**src/rtl/ram_port_arbiter.sv**
```systemverilog
`default_nettype none
// ============================================================================
//  Module      : ram_port_arbiter
//  Description : Two-requester arbiter in front of a single-port synchronous
//                RAM. One transaction is in flight at a time. It moves
//                through IDLE -> ISSUE -> (WAIT) -> ACK -> IDLE.
//  Revision    : 1.0  initial release
// ----------------------------------------------------------------------------
//  Parameters
//    AW        RAM address width (default 5 -> 32 entries)
//    DW        RAM data width    (default 8)
//  Ports
//    clk       single clock, rising-edge active
//    reset_n   asynchronous active-low reset
//    a_req     A request, held by A until a_ack
//    a_we      A direction: 1 = write, 0 = read
//    a_addr    A address
//    a_wdata   A write data
//    a_ack     one-cycle completion pulse to A
//    a_rdata   read data to A, valid with a_ack and held afterwards
//    b_*       requester B, same meaning as the A ports
//    ram_addr  RAM address
//    ram_din   RAM write data
//    ram_we    RAM write strobe (only ever high in ISSUE)
//    ram_dout  RAM read data, valid the cycle after the address
//    busy      high whenever the arbiter is not in IDLE
//  Configuration
//    ARB_RR_EN  defined   : round-robin on simultaneous requests
//               undefined : fixed priority, A wins simultaneous requests
// ============================================================================
module ram_port_arbiter #(
    parameter int AW = 5,
    parameter int DW = 8
) (
    input  logic          clk,
    input  logic          reset_n,
    // requester A
    input  logic          a_req,
    input  logic          a_we,
    input  logic [AW-1:0] a_addr,
    input  logic [DW-1:0] a_wdata,
    output logic          a_ack,
    output logic [DW-1:0] a_rdata,
    // requester B
    input  logic          b_req,
    input  logic          b_we,
    input  logic [AW-1:0] b_addr,
    input  logic [DW-1:0] b_wdata,
    output logic          b_ack,
    output logic [DW-1:0] b_rdata,
    // RAM side
    output logic [AW-1:0] ram_addr,
    output logic [DW-1:0] ram_din,
    output logic          ram_we,
    input  logic [DW-1:0] ram_dout,
    // status
    output logic          busy
);

    typedef enum logic [1:0] {
        S_IDLE  = 2'd0,
        S_ISSUE = 2'd1,
        S_WAIT  = 2'd2,
        S_ACK   = 2'd3
    } state_t;

    state_t r_state;

    // Transaction context latched at the grant. After the grant the
    // requester inputs are not looked at again until the next IDLE cycle.
    logic r_we;     // latched direction of the current transaction
    logic r_sel_b;  // 1 = B owns the current transaction, 0 = A

`ifdef ARB_RR_EN
    // Last-served pointer. 1 = B was served last. It resets to B, so the
    // first contested grant after reset goes to A.
    logic r_last_b;
`endif

    // ------------------------------------------------------------------
    // Winner selection (combinational, only used in IDLE)
    // ------------------------------------------------------------------
    logic          w_grant_b;
    logic          w_we;
    logic [AW-1:0] w_addr;
    logic [DW-1:0] w_wdata;

    always_comb begin
        w_grant_b = 1'b0;
        if (b_req && !a_req) begin
            // A lone requester is granted whatever the priority state is.
            w_grant_b = 1'b1;
        end else if (a_req && b_req) begin
`ifdef ARB_RR_EN
            // Contested: serve whoever was not served last.
            w_grant_b = ~r_last_b;
`else
            w_grant_b = 1'b0;
`endif
        end
    end

    assign w_we    = w_grant_b ? b_we    : a_we;
    assign w_addr  = w_grant_b ? b_addr  : a_addr;
    assign w_wdata = w_grant_b ? b_wdata : a_wdata;

    // ------------------------------------------------------------------
    // Sequencer. All outputs are registered here.
    // ram_addr and ram_din are loaded at the grant, so they are already
    // stable during the ISSUE cycle. ram_we is raised at the same edge,
    // only for a write, and cleared at the end of ISSUE. That gives a
    // single-cycle strobe that cannot appear in any other state.
    // ------------------------------------------------------------------
    always_ff @(posedge clk or negedge reset_n) begin
        if (!reset_n) begin
            r_state  <= S_IDLE;
            r_we     <= 1'b0;
            r_sel_b  <= 1'b0;
            ram_addr <= '0;
            ram_din  <= '0;
            ram_we   <= 1'b0;
            a_ack    <= 1'b0;
            b_ack    <= 1'b0;
            a_rdata  <= '0;
            b_rdata  <= '0;
            busy     <= 1'b0;
`ifdef ARB_RR_EN
            r_last_b <= 1'b1;
`endif
        end else begin
            case (r_state)
                S_IDLE: begin
                    a_ack <= 1'b0;
                    b_ack <= 1'b0;
                    if (a_req || b_req) begin
                        r_state  <= S_ISSUE;
                        busy     <= 1'b1;
                        r_sel_b  <= w_grant_b;
                        r_we     <= w_we;
                        ram_addr <= w_addr;
                        ram_we   <= w_we;
                        // Write data only needs to be valid for a write.
                        // Leave ram_din alone on reads so it does not toggle.
                        if (w_we) begin
                            ram_din <= w_wdata;
                        end
`ifdef ARB_RR_EN
                        r_last_b <= w_grant_b;
`endif
                    end
                end

                S_ISSUE: begin
                    ram_we <= 1'b0;
                    if (r_we) begin
                        // The write is committed at this edge, so acknowledge next.
                        r_state <= S_ACK;
                        a_ack   <= ~r_sel_b;
                        b_ack   <= r_sel_b;
                    end else begin
                        // The RAM registers the address at this edge. Its
                        // data appears during WAIT.
                        r_state <= S_WAIT;
                    end
                end

                S_WAIT: begin
                    // Only the winner's read-data register is loaded. The
                    // other requester keeps its last value.
                    if (r_sel_b) begin
                        b_rdata <= ram_dout;
                    end else begin
                        a_rdata <= ram_dout;
                    end
                    r_state <= S_ACK;
                    a_ack   <= ~r_sel_b;
                    b_ack   <= r_sel_b;
                end

                S_ACK: begin
                    // Ack drops after one cycle. The next IDLE cycle always
                    // re-arbitrates. A requester still holding req there
                    // counts as a fresh request.
                    r_state <= S_IDLE;
                    a_ack   <= 1'b0;
                    b_ack   <= 1'b0;
                    busy    <= 1'b0;
                end

                default: begin
                    r_state <= S_IDLE;
                    ram_we  <= 1'b0;
                    a_ack   <= 1'b0;
                    b_ack   <= 1'b0;
                    busy    <= 1'b0;
                end
            endcase
        end
    end

endmodule
`default_nettype wire

```
**config.mk**
```make
export PLATFORM = sky130hd
export DESIGN_NAME = ram_port_arbiter
export DESIGN_NICKNAME = d
export VERILOG_FILES = /design/src/rtl/ram_port_arbiter.sv
export SDC_FILE = /design/constraint.sdc
export NUM_CORES = 1
export LEC_CHECK = 0
export BUFFER_PORTS_ARGS = -buffer_cell sky130_fd_sc_hd__buf_4
export CAP_MARGIN = 20
export CELL_PAD_IN_SITES_DETAIL_PLACEMENT = 0
export CELL_PAD_IN_SITES_GLOBAL_PLACEMENT = 1
export CORE_AREA = 8 8 85 87
export DETAILED_ROUTE_END_ITERATION = 6
export DIE_AREA = 0 0 93 95
export GPL_ROUTABILITY_DRIVEN = 0
export GPL_TIMING_DRIVEN = 0
export PLACE_DENSITY = 0.7
export SYNTH_ARGS = -nofsm -noshare
export SYNTH_HDL_FRONTEND = slang
export SYNTH_SLANG_ARGS = --single-unit
export TNS_END_PERCENT = 100
```
**constraint.sdc**
```tcl
create_clock -name clk -period 2.6 [get_ports clk]
set_input_delay 0 -clock clk [delete_from_list [all_inputs] [get_ports clk]]
set_output_delay 0 -clock clk [all_outputs]
set_load 0.01 [all_outputs]
```
==> metrics.txt, run 1 <==
Post-Syn Nets=193; Rel. slew slack=0.5455; r2r setup slk=0.63 ns; final net count=286; initial antenna violation count=0; maximum VDD drop=0.0004614 V; grt ovf=0; FP Rows=28; final wirelength=4.465 mm; design area=2584 um2; final hold vios=0; Period Utilization, post-route=0.7572; Final Max Tran Viols=0; IO buf count=72; asr flop ratio synth=1.000; Max-Cap Viols=0; Post-synth top flop=dfrtp_1; #FFs+latches synth=37; post-synthesis sequential area ratio=0.5465; fillers=580; Static Leak=0.001228 uW; Avg Synthesized Cell Area=11.45 um2; final setup TNS=0 ns; Critical Path Slowest Stage Cell=nor3b_1; clock root buffer=clkbuf_8; crit-path cells=inv_1, ha_1, buf_4, nor3b_1, mux2_2; crit path time final=1.969 ns; Slew @ Worst Pin=0.6802 ns; DR WL/cell=14.09 um; Clock Latency Late Sink=0.29 ns; unrepaired setup endpoints after global routing=false; maximum fanout along the worst path=9; Max Fclk=507.9 MHz; vias in the first global route=1579; Synth cell types=22; Die X=93 um; arrival time at the worst endpoint=2.14 ns; global-route wire length before repair=7.369 mm; crit end category=flop; clk sinks=37; Placed Area=2328 um2; H-Tree Depth=2; top-area cell type share of the netlist area=0.5465; Iter 0 DRT Violations=34; PostCTS Resize Cnt=0; # IOs=73; largest net degree at the start of global routing=38; die area=8835 um2; hold buffers post-CTS=14; Yosys warnings=0; CTS tree=built; Die Ht=95 um; drt first pass iters=5; ANT nets after route=0; crit-path leading delay family=simple AND/OR/NAND/NOR gates; Req. time, crit path=2.77 ns; share of layout cells above drive strength 1=0.4463; synthesized cell area=1694 um2; Power per Cell Area=1101 nW/um2; synth cell count leaders=dfrtp_1, nand2_1, mux2_2; Area Growth Syn to Fin=52.51%; post-CTS setup buffers=0; number of synthesized flops with an enable pin=0; startpoint types=flop; antenna diode count=0; Vias/cell=4.432; final setup fails=0; Total GRT Usage=0.1042; clk buf depth=2; core area=5816 um2; synth top area cells=dfrtp_1, mux2_2, nand2_1; class of the worst hold path=input pin to flop; cts bufs inserted=5; status=completed; clock-pin slew on the worst setup and hold paths=0.07 ns; leading area contributor after synthesis=dfrtp_1; initial core utilization=0.2913; Worst path max stage delay=0.58 ns; Worst Path Buf+Inv=2; CP Class=flop to flop; most common cell in the netlist=dfrtp_1; vias post-DR=1405; drt drc=0; cells after synthesis=148; clock skew=0.009474 ns; dpl hpwl=3.232 mm
sequential cells by signal (all words and copies together), names as in the netlist:
signal / cells
ram_din: 8
busy: 1
b_ack: 1
ram_we: 1
a_ack: 1
r_sel_b: 1
r_we: 1
r_state: 2
a_rdata: 8
b_rdata: 8
ram_addr: 5
power by group:
group,internal [uW],switching (uW),total [uW]
clock network,287,212,499
registers,869,171,1040
logic,698,607,1310
total,1850,990,2840
cells in the final DEF (no fill, tap or decap), types with 2 or more instances in the layout:
cell type | synthesis | routed
buf_4 | 1 | 73
dfrtp_1 | 37 | 37
nand2_1 | 30 | 30
mux2_2 | 25 | 25
dlygate4sd3_1 | 0 | 14
o21ai_0 | 9 | 9
a21oi_1 | 8 | 8
nand3b_1 | 5 | 5
o22ai_1 | 5 | 5
ha_1 | 5 | 5
clkbuf_8 | 0 | 5
inv_1 | 4 | 4
clkbuf_1 | 4 | 4
nand2b_1 | 3 | 3
nor2b_1 | 2 | 2
nor3b_1 | 2 | 2
worst min-delay path, stage by stage:
cell and delay, ns:
buf_4 0.08, o22ai_1 0.05, a21oi_1 0.12
cell families (layout without fill, tap and decap cells):
logic type                 after synthesis  in the layout  share of synthesized area
and+or+nand+nor                         43             43                     0.1189
AOI/OAI and AO/OA                       28             28                     0.1027
DFF                                     37             37                     0.5465
buffers and inverters                   10            104                    0.02880
muxes                                   25             25                     0.1662
adders and majority gates                5              5                    0.03693
final cells by class:
type                    count  area, um2  area share
clock buffers               5      68.82     0.02663
repair buffers             86      680.7      0.2634
flip-flops and latches     37      925.9      0.3584
plain buffers               6      33.78     0.01308
well taps                  75      93.84     0.03632
inverters                   4      15.01    0.005811
clock inverters             3      46.29     0.01792
multi-input cells         101      719.4      0.2785
metrics by stage:
stage	setup slack [ns]	total power (uW)	hold WS, ns	utilization	cells
6_report	0.6312	2844	0.006920	0.4443	317
3_3_place_gp	0.6437	2341	0.004171	0.4004	295
2_1_floorplan	0.9026	1740	-0.2956	-	148
5_1_grt	0.5044	3077	0.03361	0.4443	317
4_1_cts	0.6212	2904	0.007048	0.4443	317
3_5_place_dp	0.6290	2371	0.006192	0.4004	295
per-layer routing:
| layer | GRT usage | up-vias | wire, um |
|---|---|---|---|
| met5 | 0 | - | 0 |
| met4 | 0.04027 | 0 | 48 |
| met3 | 0.04841 | 5 | 457 |
| met2 | 0.1692 | 52 | 2062 |
| met1 | 0.1169 | 653 | 1895 |
| li1 | - | 695 | - |
worst paths after layout:
kind	startpoint	to	depth (start not counted)
worst max-delay path	r_state[0]	r_state[1]	5
worst min-delay path	a_addr[0]	ram_addr[0]	3
worst max register to register	r_state[0]	r_state[1]	5
worst min register to register	a_rdata[2]	a_rdata[2]	2
max in group asynchronous	reset_n	r_we	2
min in group asynchronous	reset_n	b_rdata[5]	2
No activity file was read; power rests on OpenSTA's default activity.
==> inputs of run 2 (changes only) <==
Settings changed: ABC_AREA set to 1, CORE_AREA 8 8 85 87 to 8 8 84 86, DIE_AREA 0 0 93 95 to 0 0 92 94, PLACE_DENSITY 0.7 to 0.77.
Clock period 2.6 ns to 1.7 ns, I/O delays scaled along.
==> run 2 against run 1 <==
Net effect:
- sequential power grew 50%
- register-to-register slack got worse by 0.47 ns
- critical path type unchanged
- synthesized area is 0.59% lower
==> metrics.txt, run 2 <==
synthesized cell area=1684 um2; drt first pass iters=4; #FFs+latches synth=37; area of the multi-input gates=664.4 um2; ANT nets after route=0; CP Launch Point=r_state[0]; initial antenna violation count=0; Worst R2R End=ram_din[0]; leading area contributor after synthesis=dfrtp_1; synth cell count leaders=nand2_1, dfrtp_1, o21ai_0; number of synthesized flops with an enable pin=0; worst hold endpoint=ram_din[4]; final hold vios=0; arrival time at the worst endpoint=1.77 ns; antenna diode count=0; Period Utilization, post-route=0.9073; dpl hpwl=3.524 mm; fillers=590; Total GRT Usage=0.1132; maximum VDD drop=0.0008211 V; Die Ht=94 um; synth top area cells=dfrtp_1, nand2_1, o21ai_0; fin cells=374; placed cells=349; Max Fclk=648.4 MHz; CTS tree=built; post-CTS setup buffers=0; # IOs=73; final core utilization=0.4580; H-Tree Depth=2; post-synthesis sequential area ratio=0.5498; Rel. slew slack=0.6762; global-route wire length before repair=7.886 mm; clock-pin slew on the worst setup and hold paths=0.08 ns; core area=5746 um2; final wirelength=4.760 mm; Vias/cell=4.209; Synth cell types=18; FF/Latch Area=925.9 um2; clk sinks=37; most common cell in the netlist=nand2_1; top-area cell type share of the netlist area=0.5498; initial core utilization=0.2931; Clock Latency Late Sink=0.28 ns; top flop regs=a_rdata x8, b_rdata x8, ram_din x8; crit path time final=1.542 ns; Slew @ Worst Pin=0.4857 ns; maximum fanout along the worst path=10; Max-Cap Viols=0; clk buf depth=2; vias post-DR=1574; DR WL/cell=12.73 um; die area=8648 um2; cts bufs inserted=5; Final Max Tran Viols=0; grt ovf=0; r2r setup slk=0.16 ns; Yosys warnings=0; largest net degree at the start of global routing=38; clock root buffer=clkbuf_8; class of the worst hold path=input pin to flop; unrepaired setup endpoints after global routing=true; Iter 0 DRT Violations=61; crit end category=flop; asr flop ratio synth=1.000; FP Rows=28; worst reg2reg startpoint=r_state[0]; clock skew=0.007632 ns; drt drc=0; FF-to-FF path depth=8; Avg Synthesized Cell Area=8.337 um2; Req. time, crit path=1.93 ns; Hold Crit Start=b_wdata[4]; Area Growth Syn to Fin=56.24%; vias in the first global route=1612; most frequent cells in the layout=nand2_1, buf_4, dfrtp_1, o21ai_0; hold-critical path depth=5; startpoint types=flop; cells after synthesis=202; Post-synth top flop=dfrtp_1; Die X=92 um; share of layout cells above drive strength 1=0.3077; IO buf count=72; Post-Syn Nets=247; final net count=343; final setup fails=0; CP Class=flop to flop; Power per Cell Area=1644 nW/um2; commonest non-fill, non-tap cell in the layout=nand2_1; status=completed; Static Leak=0.001416 uW
[run 2: cell count changes after synthesis, moves of 8 or more]
cell,previous run,this run
a21oi_1,8,0
mux2_2,25,0
nand2_1,30,83
o21ai_0,9,29
nor2_1,0,8
inv_1,4,18
[run 2: metal layers]
metal | wire (um) | global-route usage | part of all wire
met1 | 2172 | 0.1383 | 0.46
met4 | 34 | 0.03221 | 0.0071
met2 | 2152 | 0.1758 | 0.45
met3 | 402 | 0.05116 | 0.084
met5 | 0 | 0 | 0
[run 2: layout make-up]
| cell class | instances | area share |
|---|---|---|
| Sequential cell | 37 | 0.3519 |
| Timing Repair Buffer | 90 | 0.2739 |
| Multi-Input combinational cell | 141 | 0.2525 |
| Tap cell | 75 | 0.03566 |
| Inverter | 20 | 0.02853 |
| Clock buffer | 5 | 0.02615 |
| Clock inverter | 3 | 0.02473 |
| Buffer | 3 | 0.006657 |
[run 2: repair_timing]
action	in CTS	in global routing
hold buffers	18	0
gates resized for setup	0	1
endpoints found under the setup margin	0	16
endpoints found under the hold margin	61	0
[run 2: kinds of logic (layout without fill, tap and decap cells)]
logic type | Yosys count | in the layout | share of synthesized area
AND/OR/NAND/NOR | 103 | 103 | 0.2563
buffers and inverters | 24 | 121 | 0.05721
flip-flops | 37 | 37 | 0.5498
AO/OA/AOI/OAI | 33 | 33 | 0.09955
adder cells (fa/ha/maj) | 5 | 5 | 0.03715
[run 2: per-stage QoR]
stage / power (uW) / hold WS (ns) / setup slack (ns) / TNS (ns) / instance area, um2
global placement: 3419 / -0.003196 / 0.1133 / 0 / 2318
floorplan: 2510 / -0.2956 / 0.3575 / 0 / 1684
detailed placement: 3449 / -0.001118 / 0.09841 / 0 / 2318
finish: 4327 / 0.002549 / 0.1576 / 0 / 2631
global route: 4692 / 0.01019 / -0.000004441 / -0.000004441 / 2631
CTS: 4405 / 0.001480 / 0.08937 / 0 / 2633
[run 2: how the worst max path moves through the flow]
stage / to / slack, ns / cells after the start
floorplan: ram_din[0] / 0.36 / 8
global placement: ram_din[4] / 0.11 / 8
detailed placement: ram_din[1] / 0.1 / 8
CTS: b_rdata[1] / 0.09 / 5
global route: ram_din[6] / -0.000004 / 7
finish: ram_din[0] / 0.16 / 8
[run 2: report_power, final]
group          switching (uW)  leakage, uW  internal, uW  total, uW
clock network             319    0.0000681           583        902
registers                 246     0.000456          1310       1560
logic                     985     0.000892           884       1870
total                    1550      0.00142          2780       4330
[run 2: worst max-delay path, stage by stage, from the launching register on]
cell and delay, ns:
dfrtp_1 0.43, inv_1 0.13, ha_2 0.22, inv_2 0.07, nor2_8 0.18, inv_2 0.11, nor2_4 0.20, nand2_1 0.08
nand2_1 0.06
